`src/rtl/mpu6050_seq_ctrl.sv`:
```
// ---------------------------------------------------------------------------
// mpu6050_seq_ctrl
//
// Purpose:
//   Sequencer that owns the register-select/start interface of the I2C master
//   wrapper. When enabled, it brings up the MPU6050 in four steps: device
//   reset, a settle wait, wake, and a WHO_AM_I check. After that it runs a
//   periodic 12-byte accel/gyro burst. Each complete burst is assembled into
//   six signed 16-bit samples, which are published with a one-cycle valid
//   pulse.
//
// Ports:
//   clk_50        in   system clock
//   rst           in   synchronous active-high reset
//   en            in   run enable (level)
//   cmd_start     out  one-cycle request to the I2C master
//   cmd_sel       out  [3:0] register selector, stable until cmd_done
//   cmd_busy      in   master busy
//   cmd_done      in   one-cycle transaction-complete pulse
//   cmd_nack      in   slave NACK, qualified by cmd_done
//   rd_data       in   [7:0] read byte, qualified by cmd_done
//   accel_x/y/z   out  [15:0] signed accelerometer samples
//   gyro_x/y/z    out  [15:0] signed gyro samples
//   sample_valid  out  one-cycle pulse when all six samples update
//   init_done     out  bring-up succeeded, cleared by en low or error
//   err           out  sticky error
//   err_code      out  [1:0] 0 none, 1 retries exhausted, 2 WHO_AM_I mismatch
//   overrun       out  sticky: a sample tick hit an in-progress burst
// ---------------------------------------------------------------------------
`timescale 1ns/1ps
module mpu6050_seq_ctrl #(
  parameter int          SAMPLE_DIV     = 500000,
  parameter int          RESET_WAIT_CYC = 5000000,
  parameter int          TIMEOUT_CYC    = 100000,
  parameter int          MAX_RETRY      = 3,
  parameter logic [7:0]  WHO_AM_I_VAL   = 8'h68
) (
  input  logic        clk_50,
  input  logic        rst,
  input  logic        en,
  output logic        cmd_start,
  output logic [3:0]  cmd_sel,
  input  logic        cmd_busy,
  input  logic        cmd_done,
  input  logic        cmd_nack,
  input  logic [7:0]  rd_data,
  output logic [15:0] accel_x,
  output logic [15:0] accel_y,
  output logic [15:0] accel_z,
  output logic [15:0] gyro_x,
  output logic [15:0] gyro_y,
  output logic [15:0] gyro_z,
  output logic        sample_valid,
  output logic        init_done,
  output logic        err,
  output logic [1:0]  err_code,
  output logic        overrun
);

  localparam int DIV_W  = $clog2(SAMPLE_DIV + 1);
  localparam int WAIT_W = $clog2(RESET_WAIT_CYC + 1);
  localparam int TO_W   = $clog2(TIMEOUT_CYC + 1);
  localparam int RTRY_W = $clog2(MAX_RETRY + 2);

  localparam logic [DIV_W-1:0]  DIV_LAST   = DIV_W'(SAMPLE_DIV - 1);
  localparam logic [WAIT_W-1:0] WAIT_LAST  = WAIT_W'(RESET_WAIT_CYC - 1);
  localparam logic [TO_W-1:0]   TO_LAST    = TO_W'(TIMEOUT_CYC - 1);
  localparam logic [RTRY_W-1:0] RETRY_LAST = RTRY_W'(MAX_RETRY);

  typedef enum logic [3:0] {
    S_OFF,
    S_DEV_RST,
    S_RST_WAIT,
    S_WAKE,
    S_WHOAMI,
    S_IDLE,
    S_BURST,
    S_PUBLISH,
    S_ERROR
  } state_t;

  state_t             state_q,        state_d;
  logic               pend_q,         pend_d;
  logic [TO_W-1:0]    timer_q,        timer_d;
  logic [RTRY_W-1:0]  retry_q,        retry_d;
  logic [WAIT_W-1:0]  wait_q,         wait_d;
  logic [DIV_W-1:0]   div_q,          div_d;
  logic [3:0]         idx_q,          idx_d;
  logic [95:0]        buf_q,          buf_d;
  logic               cmd_start_q,    cmd_start_d;
  logic [3:0]         cmd_sel_q,      cmd_sel_d;
  logic [15:0]        accel_x_q,      accel_x_d;
  logic [15:0]        accel_y_q,      accel_y_d;
  logic [15:0]        accel_z_q,      accel_z_d;
  logic [15:0]        gyro_x_q,       gyro_x_d;
  logic [15:0]        gyro_y_q,       gyro_y_d;
  logic [15:0]        gyro_z_q,       gyro_z_d;
  logic               sample_valid_q, sample_valid_d;
  logic               init_done_q,    init_done_d;
  logic               err_q,          err_d;
  logic [1:0]         err_code_q,     err_code_d;
  logic               overrun_q,      overrun_d;

  logic               tick;
  logic               go_off;
  logic [3:0]         cmd_code;

  // Selector for the command belonging to the current state. Burst reads
  // walk 0x4..0xF following the byte index.
  always_comb begin
    cmd_code = 4'h0;
    case (state_q)
      S_DEV_RST: cmd_code = 4'h2;
      S_WAKE:    cmd_code = 4'h3;
      S_WHOAMI:  cmd_code = 4'h1;
      S_BURST:   cmd_code = 4'h4 + idx_q;
      default:   cmd_code = 4'h0;
    endcase
  end

  // Next-state logic. Every command state shares the same issue/wait/retry
  // handshake. pend_q separates "waiting to issue" from "waiting for done".
  // A transaction in flight is always allowed to finish (done or timeout)
  // before the enable drop is honoured.
  always_comb begin
    state_d        = state_q;
    pend_d         = pend_q;
    timer_d        = timer_q;
    retry_d        = retry_q;
    wait_d         = wait_q;
    div_d          = div_q;
    idx_d          = idx_q;
    buf_d          = buf_q;
    cmd_start_d    = 1'b0;
    cmd_sel_d      = cmd_sel_q;
    accel_x_d      = accel_x_q;
    accel_y_d      = accel_y_q;
    accel_z_d      = accel_z_q;
    gyro_x_d       = gyro_x_q;
    gyro_y_d       = gyro_y_q;
    gyro_z_d       = gyro_z_q;
    sample_valid_d = 1'b0;
    init_done_d    = init_done_q;
    err_d          = err_q;
    err_code_d     = err_code_q;
    overrun_d      = overrun_q;
    go_off         = 1'b0;

    tick = (div_q == DIV_LAST);

    // The sample divider runs only once the device is up. It is parked at
    // zero everywhere else, so the first tick lands a full period after
    // bring-up.
    if (state_q == S_IDLE || state_q == S_BURST || state_q == S_PUBLISH) begin
      div_d = tick ? '0 : div_q + DIV_W'(1);
    end else begin
      div_d = '0;
    end

    // A tick that arrives before the previous burst has been published is
    // dropped and only flagged.
    if (tick && (state_q == S_BURST || state_q == S_PUBLISH)) begin
      overrun_d = 1'b1;
    end

    if (!en) begin
      init_done_d = 1'b0;
    end

    case (state_q)
      S_OFF: begin
        if (en) begin
          state_d = S_DEV_RST;
        end
      end

      S_RST_WAIT: begin
        if (!en) begin
          go_off = 1'b1;
        end else if (wait_q == WAIT_LAST) begin
          wait_d  = '0;
          state_d = S_WAKE;
        end else begin
          wait_d = wait_q + WAIT_W'(1);
        end
      end

      S_IDLE: begin
        if (!en) begin
          go_off = 1'b1;
        end else if (tick) begin
          idx_d   = 4'd0;
          state_d = S_BURST;
        end
      end

      S_PUBLISH: begin
        if (!en) begin
          go_off = 1'b1;
        end else begin
          // Byte 2k is the high byte and byte 2k+1 the low byte of sample k.
          accel_x_d      = {buf_q[7:0],   buf_q[15:8]};
          accel_y_d      = {buf_q[23:16], buf_q[31:24]};
          accel_z_d      = {buf_q[39:32], buf_q[47:40]};
          gyro_x_d       = {buf_q[55:48], buf_q[63:56]};
          gyro_y_d       = {buf_q[71:64], buf_q[79:72]};
          gyro_z_d       = {buf_q[87:80], buf_q[95:88]};
          sample_valid_d = 1'b1;
          state_d        = S_IDLE;
        end
      end

      S_ERROR: begin
        if (!en) begin
          go_off = 1'b1;
        end
      end

      S_DEV_RST, S_WAKE, S_WHOAMI, S_BURST: begin
        if (!pend_q) begin
          if (!en) begin
            go_off = 1'b1;
          end else if (!cmd_busy) begin
            cmd_start_d = 1'b1;
            cmd_sel_d   = cmd_code;
            pend_d      = 1'b1;
            timer_d     = '0;
          end
        end else begin
          timer_d = timer_q + TO_W'(1);
          if (cmd_done || timer_q == TO_LAST) begin
            pend_d = 1'b0;
            if (!en) begin
              go_off = 1'b1;
            end else if (cmd_done && !cmd_nack) begin
              retry_d = '0;
              case (state_q)
                S_DEV_RST: begin
                  wait_d  = '0;
                  state_d = S_RST_WAIT;
                end
                S_WAKE: begin
                  state_d = S_WHOAMI;
                end
                S_WHOAMI: begin
                  if (rd_data == WHO_AM_I_VAL) begin
                    init_done_d = 1'b1;
                    div_d       = '0;
                    state_d     = S_IDLE;
                  end else begin
                    // A wrong identity is not a bus problem, so no retry.
                    state_d     = S_ERROR;
                    err_d       = 1'b1;
                    err_code_d  = 2'd2;
                    init_done_d = 1'b0;
                  end
                end
                S_BURST: begin
                  buf_d[{idx_q, 3'b000} +: 8] = rd_data;
                  if (idx_q == 4'd11) begin
                    state_d = S_PUBLISH;
                  end else begin
                    idx_d = idx_q + 4'd1;
                  end
                end
                default: begin
                  state_d = S_OFF;
                end
              endcase
            end else if (retry_q == RETRY_LAST) begin
              state_d     = S_ERROR;
              err_d       = 1'b1;
              err_code_d  = 2'd1;
              init_done_d = 1'b0;
              retry_d     = '0;
            end else begin
              retry_d = retry_q + RTRY_W'(1);
            end
          end
        end
      end

      default: begin
        state_d = S_OFF;
      end
    endcase

    // Returning to OFF clears all status. The sample outputs are
    // deliberately left alone.
    if (go_off) begin
      state_d     = S_OFF;
      pend_d      = 1'b0;
      timer_d     = '0;
      retry_d     = '0;
      wait_d      = '0;
      idx_d       = 4'd0;
      init_done_d = 1'b0;
      err_d       = 1'b0;
      err_code_d  = 2'd0;
      overrun_d   = 1'b0;
    end
  end

  // State and output registers. The reset is synchronous and does not wait
  // for an outstanding master transaction.
  always_ff @(posedge clk_50) begin
    if (rst) begin
      state_q        <= S_OFF;
      pend_q         <= 1'b0;
      timer_q        <= '0;
      retry_q        <= '0;
      wait_q         <= '0;
      div_q          <= '0;
      idx_q          <= 4'd0;
      buf_q          <= '0;
      cmd_start_q    <= 1'b0;
      cmd_sel_q      <= 4'h0;
      accel_x_q      <= 16'h0;
      accel_y_q      <= 16'h0;
      accel_z_q      <= 16'h0;
      gyro_x_q       <= 16'h0;
      gyro_y_q       <= 16'h0;
      gyro_z_q       <= 16'h0;
      sample_valid_q <= 1'b0;
      init_done_q    <= 1'b0;
      err_q          <= 1'b0;
      err_code_q     <= 2'd0;
      overrun_q      <= 1'b0;
    end else begin
      state_q        <= state_d;
      pend_q         <= pend_d;
      timer_q        <= timer_d;
      retry_q        <= retry_d;
      wait_q         <= wait_d;
      div_q          <= div_d;
      idx_q          <= idx_d;
      buf_q          <= buf_d;
      cmd_start_q    <= cmd_start_d;
      cmd_sel_q      <= cmd_sel_d;
      accel_x_q      <= accel_x_d;
      accel_y_q      <= accel_y_d;
      accel_z_q      <= accel_z_d;
      gyro_x_q       <= gyro_x_d;
      gyro_y_q       <= gyro_y_d;
      gyro_z_q       <= gyro_z_d;
      sample_valid_q <= sample_valid_d;
      init_done_q    <= init_done_d;
      err_q          <= err_d;
      err_code_q     <= err_code_d;
      overrun_q      <= overrun_d;
    end
  end

  assign cmd_start    = cmd_start_q;
  assign cmd_sel      = cmd_sel_q;
  assign accel_x      = accel_x_q;
  assign accel_y      = accel_y_q;
  assign accel_z      = accel_z_q;
  assign gyro_x       = gyro_x_q;
  assign gyro_y       = gyro_y_q;
  assign gyro_z       = gyro_z_q;
  assign sample_valid = sample_valid_q;
  assign init_done    = init_done_q;
  assign err          = err_q;
  assign err_code     = err_code_q;
  assign overrun      = overrun_q;

endmodule

```
`config.mk`:
```
export PLATFORM = sky130hd
export DESIGN_NAME = mpu6050_seq_ctrl
export DESIGN_NICKNAME = d
export VERILOG_FILES = /design/src/rtl/mpu6050_seq_ctrl.sv
export SDC_FILE = /design/constraint.sdc
export NUM_CORES = 1
export LEC_CHECK = 0
export ABC_AREA = 1
export BUFFER_PORTS_ARGS = -buffer_cell sky130_fd_sc_hd__buf_2
export CAP_MARGIN = 20
export CORE_UTILIZATION = 35
export CTS_BUF_LIST = sky130_fd_sc_hd__clkbuf_2 sky130_fd_sc_hd__clkbuf_4 sky130_fd_sc_hd__clkbuf_8
export CTS_CLUSTER_SIZE = 25
export DETAILED_ROUTE_END_ITERATION = 10
export HOLD_SLACK_MARGIN = 0.05
export SLEW_MARGIN = 20
export SYNTH_ARGS = -nofsm -noshare
export SYNTH_HDL_FRONTEND = slang
export SYNTH_SLANG_ARGS = --single-unit
```
`constraint.sdc`:
```
create_clock -name clk_50 -period 4.1 [get_ports clk_50]
set_input_delay 0.205 -clock clk_50 [delete_from_list [all_inputs] [get_ports clk_50]]
set_output_delay 0.205 -clock clk_50 [all_outputs]
set_load 0.01 [all_outputs]
```
---- After elaboration in Yosys (flattened, before gate mapping) ----
Cells that the tools add are included.
W data, S select, Z words.
word-level totals
  bits in registers ....................... 274
  latch bits .............................. 0
  bits in writable memories ............... 0
  bits in read-only memories .............. 0
  input port bits ......................... 14
  output and inout bits ................... 107
  logic and storage cells ................. 167
  memories ................................ 0
operators by class
  add/sub/neg operators ................... 7
  $mul .................................... 0
  div/mod/pow operators ................... 0
  order comparisons ....................... 0
  equality and inequality tests ........... 32
  shift operators ......................... 2
  muxes and demuxes ....................... 74
  bitwise logic cells ..................... 5
  reduce and logical (&&, ||, !) cells .... 26
operators by type and width
  cell                      number
  $mux W19                  9
  $mux W23                  7
  $bwmux W96                1
  $shift A8 B9 Y96 const A  1
  $shiftx A8 B9 Y96         1
  $mux W4                   21
  $mux W17                  3
  $pmux W23 S2              1
  $pmux W4 S4               2
  $ne A2 B2 Y1 const B      14
  $pmux W4 S6               1
  $add A23 B1 Y23 const B   1
  $eq A23 B23 Y1 const B    1
  $mux W1                   21
  $add A19 B1 Y19 const B   1
  $eq A19 B19 Y1 const B    1
  $add A17 B1 Y17 const B   1
  $eq A17 B17 Y1 const B    1
  $eq A4 B3 Y1 const B      4
  $reduce_and A7 Y1         2
  $reduce_and A12 Y1        1
  $neg A7 Y9                1
  $reduce_and A9 Y1         1
  $eq A4 B2 Y1 const B      2
  27 further kinds          47

---- Logic depth before layout (Yosys ltp) ----
Gate-level depths: netlist (run 1).
  depth in word-level cells ............... 11
  mapped depth ............................ 14
  mapped depth without buffers ............ 13

---- Least setup slack after synthesis (run 1) ----
OpenSTA, ideal clock, no wires.
  kind .................................... reg-to-reg
  from .................................... register idx_q[0]
  to ...................................... register buf_q[68]
  setup time .............................. 116 ps
  arrival time ............................ 2204 ps
  data required time ...................... 3984 ps
  path slack .............................. 1780 ps
  stages on the path, launching flop included .. 12
  path buffers ............................ 3
  period minus slack after synthesis ...... 2320 ps
  cell sequence ........................... dfxtp_1 buf_4 inv_4 clkbuf_1 ha_1 clkinv_1 nand2_1 nor3_4 nand2_1 buf_2 o21ai_0 nor2_1
on the way
  cells in the longest elaborated chain, start to end .. 3
  elaborated cells on any way between the ends .. 4
  those cells by class .................... 1 x add/sub; 2 x shift; 1 x mux
RTL lines
  item                                                          RTL line  RTL
  from (decl)                                                   88        logic [3:0] idx_q, idx_d;
  from (signal assigned)                                        336       idx_q <= idx_d;
  $neg A7 Y9 *                                                  259       buf_d[{idx_q, 3'b000} +: 8] = rd_data;
  $shiftx A8 B9 Y96 / $shift A8 B9 Y96 (equally long branches)  259
  $bwmux W96 *                                                  259
  to (signal assigned)                                          337       buf_q <= buf_d;
  to (decl)                                                     89        logic [95:0] buf_q, buf_d;
Mark *: on every way between the ends. The rest lies on a longest branch, timed or not.
A chain may end at the register's enable or synchronous reset.

---- Worst setup path in the final report (run 1) ----
  from .................................... register idx_q[0]
  to ...................................... register buf_q[71]
The elaborated chain is that of the path after synthesis.

==> results.tsv, run 1 <==
metric	value	unit
fp.dieH	182	µm
final_nets	1703	
pre_cts_ws	1.39	ns
hp-class	in2reg	
synth_flop_cell	dfxtp_1	
ys_types	42	
synth_top_area_share	0.482	
initial_core_util	0.358	
rsz0062_at_grt	no	
ys_warn_count	0	
avgSynthCellArea	7.31	µm²
synth_nets	1582	
drive_above_1_share	0.143	
rows	65	
clk_latency	0.58	ns
vdd_drop_max	226	µV
timing.final.crit_share	0.681	
ys_seq_area_frac	0.482	
core	31800	µm²
p_leak	0.00602	µW
wl_per_cell	14.7	µm
die_w	182	µm
met3_length	1430	µm
grt_pass1_wl	51300	µm
synth_edf_count	0	
synthTopCellsByArea	dfxtp_1 (48%), nor2_1 (11%), o21ai_0 (8.3%)	
grtUsageTotal	0.190	
cts_max_path_buffers	3	
clk_pin_slew	0.06	ns
clock.fmax	358	MHz
status	finished clean	
post-route-drc-count	0	
cts_resized	0	
wl	31500	µm
crit_arrival	3.26	ns
place_congestion	0.897	
final_area	13400	µm²
ant_nets	0	
path_class	reg2reg	
globalRouteOverflowTotal	0	
path_cells	inv_4, ha_1, clkinv_1, nand2_1, nor3_4, nand2_1, o21ai_0, nor2_1	
hold_slack	0.108	ns
maxCapViolations	0	
yosysMostFrequentCell	nor2_1	
maxSlewViolCount	0	
setup_ws	1.31	ns
first_pass_iters	6	
placed_cell_area	12300	µm²
r2r_slack	1.31	ns
finalCriticalPeriod	2.79	ns
slew_headroom	0.293	
tns	0	ns
postSynthCellCount	1557	
drt_iter0_drc	751	
path_max_fanout	18	
die_area	33300	µm²
grt_max_degree	127	
power.total	5930	µW
cts-buffers-inserted	46	
critPathLaunchType	flop	
wl_met1	15200	µm
io_buffers	120	
syn_area	11400	µm²
yosys-top-cells-count	nor2_1 (327), dfxtp_1 (274), nand2_1 (205)	
yosysTopAreaCell	dfxtp_1	
power.density	443	nW/µm²
cp_common_cell	nand2_1	
setup_violations	0	
ys_ff_latch	274	
cts-root-buf	clkbuf_8	
wl_met2	14200	µm
area_growth	17.7	%
cpPeakStageDelay	0.60	ns
nFillCells	3309	
clock-sinks	274	
drt-vias-per-instance	4.81	
top_layer	met4	
antenna_found_initial	1	
crit_slowest_cell	dfxtp_1	
synthArstFlopShare	0	
end_kind	flop	
grt_pass1_vias	9744	
h-tree-depth	2	
tightestPinTransition	1.06	ns
num_vias	10300	
cts_tree	yes	
hpwl	21600	µm
finalClockSkew	0.0309	ns
crit_required	4.56	ns
io_pins	121	
cts_post_setup_buffers_inserted	0	
hold_violations	0	
==> area by class of cell <==
cell class	count	area [µm²]	area share
clock buffers	77	966	0.0720
inverters	148	564	0.0421
repair buffers	133	736	0.0549
diodes	1	2.50	0.000187
flip-flops and latches	274	5490	0.409
multi-input cells	1075	5070	0.378
well taps	435	544	0.0406
clock inverters	4	42.5	0.00317
==> stage by stage <==
| stage | utilization | instances |
|---|---|---|
| global route | 0.422 | 2147 |
| detailed placement | 0.387 | 2055 |
| CTS | 0.422 | 2146 |
| floorplan | - | 1557 |
| finish | 0.422 | 2147 |
| global placement | 0.387 | 2055 |
==> critical path, delay by kind of cell (launching register included) <==
| family | cells | cell delay [ns] |
|---|---|---|
| fa+ha+maj | 1 | 0.49 |
| compound gates | 1 | 0.25 |
| buf+inv | 2 | 0.40 |
| simple gates | 4 | 0.96 |
| flops | 1 | 0.60 |
==> flip-flops by register name (all words and copies together) (netlist names), 17 cells and up <==
register  cells
timer_q      17
wait_q       23
buf_q        96
div_q        19
==> routing by layer <==
layer	global-route usage	up-vias
li1	-	5334
met4	0.0534	0
met1	0.258	4695
met5	0	-
met3	0.0299	54
met2	0.312	249
==> cells by family (layout without fill, tap and decap cells) <==
kind of cell | Yosys count | count (layout) | synth area share
compound gates | 363 | 363 | 0.164
xor+xnor | 16 | 16 | 0.0123
fa+ha+maj | 11 | 11 | 0.0121
buf+inv | 208 | 362 | 0.0737
flops | 274 | 274 | 0.482
other cells | 0 | 1 | 0
simple gates | 685 | 685 | 0.256
==> placed cells by master (no fill, tap or decap), types with 15 or more instances in the layout <==
master    instances
nand4_1          28
clkbuf_8         62
a21oi_1         143
buf_2           120
clkbuf_4         15
o21ai_0         189
nand2_1         205
dfxtp_1         274
nor3_1           36
nor2_1          327
nand3_1          58
inv_1           137
==> timing repair <==
action,CTS,global route
setup endpoints to repair,0,0
hold buffers,10,0
hold endpoints to repair,22,0
==> final timing paths <==
| check | cells after the start | from | end |
|---|---|---|---|
| setup / recovery | 8 | idx_q[0]$_SDFFE_PP0P_ | buf_q[71]$_SDFFE_PP0P_ |
| hold / removal | 5 | cmd_done | retry_q[0]$_SDFFE_PP0P_ |
| setup reg to reg | 8 | idx_q[0]$_SDFFE_PP0P_ | buf_q[71]$_SDFFE_PP0P_ |
| hold reg to reg | 2 | retry_q[2]$_SDFFE_PP0P_ | retry_q[2]$_SDFFE_PP0P_ |
==> power breakdown <==
part | switching [µW] | internal (µW) | leakage, µW | total, µW
combinational | 461 | 144 | 0.00328 | 605
clock | 1110 | 1480 | 0.000536 | 2600
sequential | 38.4 | 2690 | 0.00221 | 2730
Note: power is estimated with default switching activity, not from simulation.
==> run 2, diff against run 1 <==
Settings changed: ABC_AREA 1 to 0.
Clock period 4.1 ns to 2.7 ns, I/O delays scaled along.
==> results.tsv, run 2 <==
metric	value	unit	change
stdcell_count	1925		was 2147
status	finished, violations left		was finished clean
core	30700	µm²	was 31800 µm²
synthTopCellsByArea	dfxtp_1 (50%), nand2_1 (13%), a21oi_1 (9.2%)		was dfxtp_1 (48%), nor2_1 (11%), o21ai_0 (8.3%)
clock-sinks	274		unchanged
ys_types	53		was 42
grt_pass1_vias	8798		was 9744
largest_register_ffs	96		unchanged
setup_ws	0.306	ns	was 1.31 ns
globalRouteOverflowTotal	0		unchanged
path_class	reg2reg		unchanged
ant_nets	0		unchanged
crit_arrival	2.87	ns	was 3.26 ns
fp.dieH	179	µm	was 182 µm
tightestPinTransition	1.05	ns	was 1.06 ns
ys_warn_count	0		unchanged
timing.final.crit_share	0.887		was 0.681
postSynthCellCount	1386		was 1557
diodes	0		was 1
rsz0062_at_grt	no		unchanged
ys_ff_latch	274		unchanged
grt_pass1_wl	45300	µm	was 51300 µm
cts-root-buf	clkbuf_8		unchanged
min-delay-start	cmd_nack		was cmd_done
synth_nets	1411		was 1582
grtUsageTotal	0.178		was 0.190
violations	design-rule violations		
finalCriticalPeriod	2.39	ns	was 2.79 ns
h-tree-depth	2		unchanged
synth_top_area_share	0.498		was 0.482
crit_start	idx_q[2]$_SDFFE_PP0P_		was idx_q[0]$_SDFFE_PP0P_
nFillCells	3203		was 3309
synthArstFlopShare	0		unchanged
num_vias	9537		was 10.3k
finalClockSkew	0.0265	ns	was 0.0309 ns
synth_edf_count	0		unchanged
power.total	8340	µW	was 5930 µW
slew_headroom	0.302		was 0.293
yosysTopAreaCell	dfxtp_1		unchanged
tns	0	ns	unchanged
die_area	32200	µm²	was 33300 µm²
syn_area	11000	µm²	was 11400 µm²
cts_tree	yes		unchanged
place_inst	1835		was 2055
place_congestion	0.856		was 0.897
grt_max_degree	194		was 127
top_regs	buf_q (96), wait_q (23), div_q (19)		unchanged
drive_above_1_share	0.164		was 0.143
die_w	179	µm	was 182 µm
end_kind	flop		unchanged
crit_slowest_cell	dfxtp_1		unchanged
first_pass_iters	7		was 6
power.density	637	nW/µm²	was 443 nW/µm²
yosys-top-cells-count	nand2_1 (374), dfxtp_1 (274), a21oi_1 (203)		was nor2_1 (327), dfxtp_1 (274), nand2_1 (205)
cts-buffers-inserted	45		was 46
hold_violations	0		unchanged
drt-vias-per-instance	4.95		was 4.81
drt_iter0_drc	644		was 751
clk_latency	0.57	ns	was 0.58 ns
crit_required	3.18	ns	was 4.56 ns
pre_cts_ws	0.321	ns	was 1.39 ns
synth_flop_cell	dfxtp_1		unchanged
post-route-drc-count	20		was 0
wl_per_cell	14.9	µm	was 14.7 µm
hpwl	19100	µm	was 21600 µm
cts_post_setup_buffers_inserted	0		unchanged
io_pins	121		unchanged
vdd_drop_max	360	µV	was 226 µV
avgSynthCellArea	7.94	µm²	was 7.31 µm²
mostFrequentLayoutCell	nand2_1		was nor2_1
io_buffers	120		unchanged
path_cells	inv_1, ha_1, and2_1, nor4_1, buf_4, nand2_1, nor2_1, nand3_1, a21oi_1		was inv_4, ha_1, clkinv_1, nand2_1, nor3_4, nand2_1, o21ai_0, nor2_1
maxSlewViolCount	0		unchanged
top_register	buf_q		unchanged
initial_core_util	0.358		about the same
antenna_found_initial	0		was 1
cpPeakStageDelay	0.53	ns	was 0.60 ns
p_leak	0.00488	µW	was 0.00602 µW
critPathLaunchType	flop		unchanged
wl	28700	µm	was 31500 µm
path_max_fanout	12		was 18
setup_violations	0		unchanged
yosysMostFrequentCell	nand2_1		was nor2_1
area_growth	18.9	%	was 17.7%
clk_pin_slew	0.06	ns	about the same
clock.fmax	418	MHz	was 358 MHz
cts_max_path_buffers	3		unchanged
rows	64		was 65
maxCapViolations	0		unchanged
r2r_start	idx_q[2]$_SDFFE_PP0P_		was idx_q[0]$_SDFFE_PP0P_
final_nets	1521		was 1703
final_util	0.425		was 0.422
hp-class	in2reg		unchanged
ys_seq_area_frac	0.498		was 0.482
final_cell_mix	nand2_1 (374), dfxtp_1 (274), a21oi_1 (203)		was nor2_1 (327), dfxtp_1 (274), nand2_1 (205)
run 2: logic make-up after synthesis:
family / share of synthesized area
fa+ha+maj: 0.0125
buf+inv: 0.0372
compound gates: 0.115
mux: 0.0121
xor+xnor: 0.0430
flops: 0.498
simple gates: 0.282
run 2: timing repair:
item | CTS | global route
resized for setup | 0 | 0
endpoints found under the hold margin | 49 | 0
hold buffers | 10 | 0
run 2: stage by stage:
stage	cell area (µm²)	hold WS, ns
after floorplan	11000	0.279
after global placement	12000	0.371
after detailed placement	12000	0.377
after CTS	13100	0.0768
after global routing	13100	0.132
final	13100	0.109
run 2: report_power, final:
group / switching [µW] / internal, µW
logic: 293 / 122
clock network: 1620 / 2230
registers: 14.4 / 4060
run 2: cell type report:
class,count,area (µm²),area share
repair buffers,158,967,0.0740
inverters,9,33.8,0.00258
clock inverters,6,67.6,0.00517
clock buffers,74,912,0.0697
flip-flops and latches,274,5490,0.419
multi-input cells,1008,5120,0.391
well taps,396,495,0.0379
run 2: worst paths after layout:
kind | to | slack (ns) | cells after the start
max | buf_q[36]$_SDFFE_PP0P_ | 0.31 | 9
min reg2reg | accel_x[8]$_SDFFE_PP0P_ | 0.45 | 2
min | err_code[0]$_SDFFE_PP0P_ | 0.11 | 4
max reg2reg | buf_q[36]$_SDFFE_PP0P_ | 0.31 | 9
run 2: critical path: cells and delay by family, from the launching register on:
family          cells  cell delay (ns)
flops               1             0.53
simple gates        5             1.11
buf+inv             2             0.31
compound gates      1             0.15
fa+ha+maj           1             0.22
run 2: metal layers:
metal	routed length [µm]	part of all wire	up-vias	GRT usage
met4	584	0.020	0	0.0585
met5	0	0	-	0
met2	13500	0.47	240	0.296
li1	-	-	4833	-
met1	12900	0.45	4414	0.229
met3	1680	0.058	50	0.0354
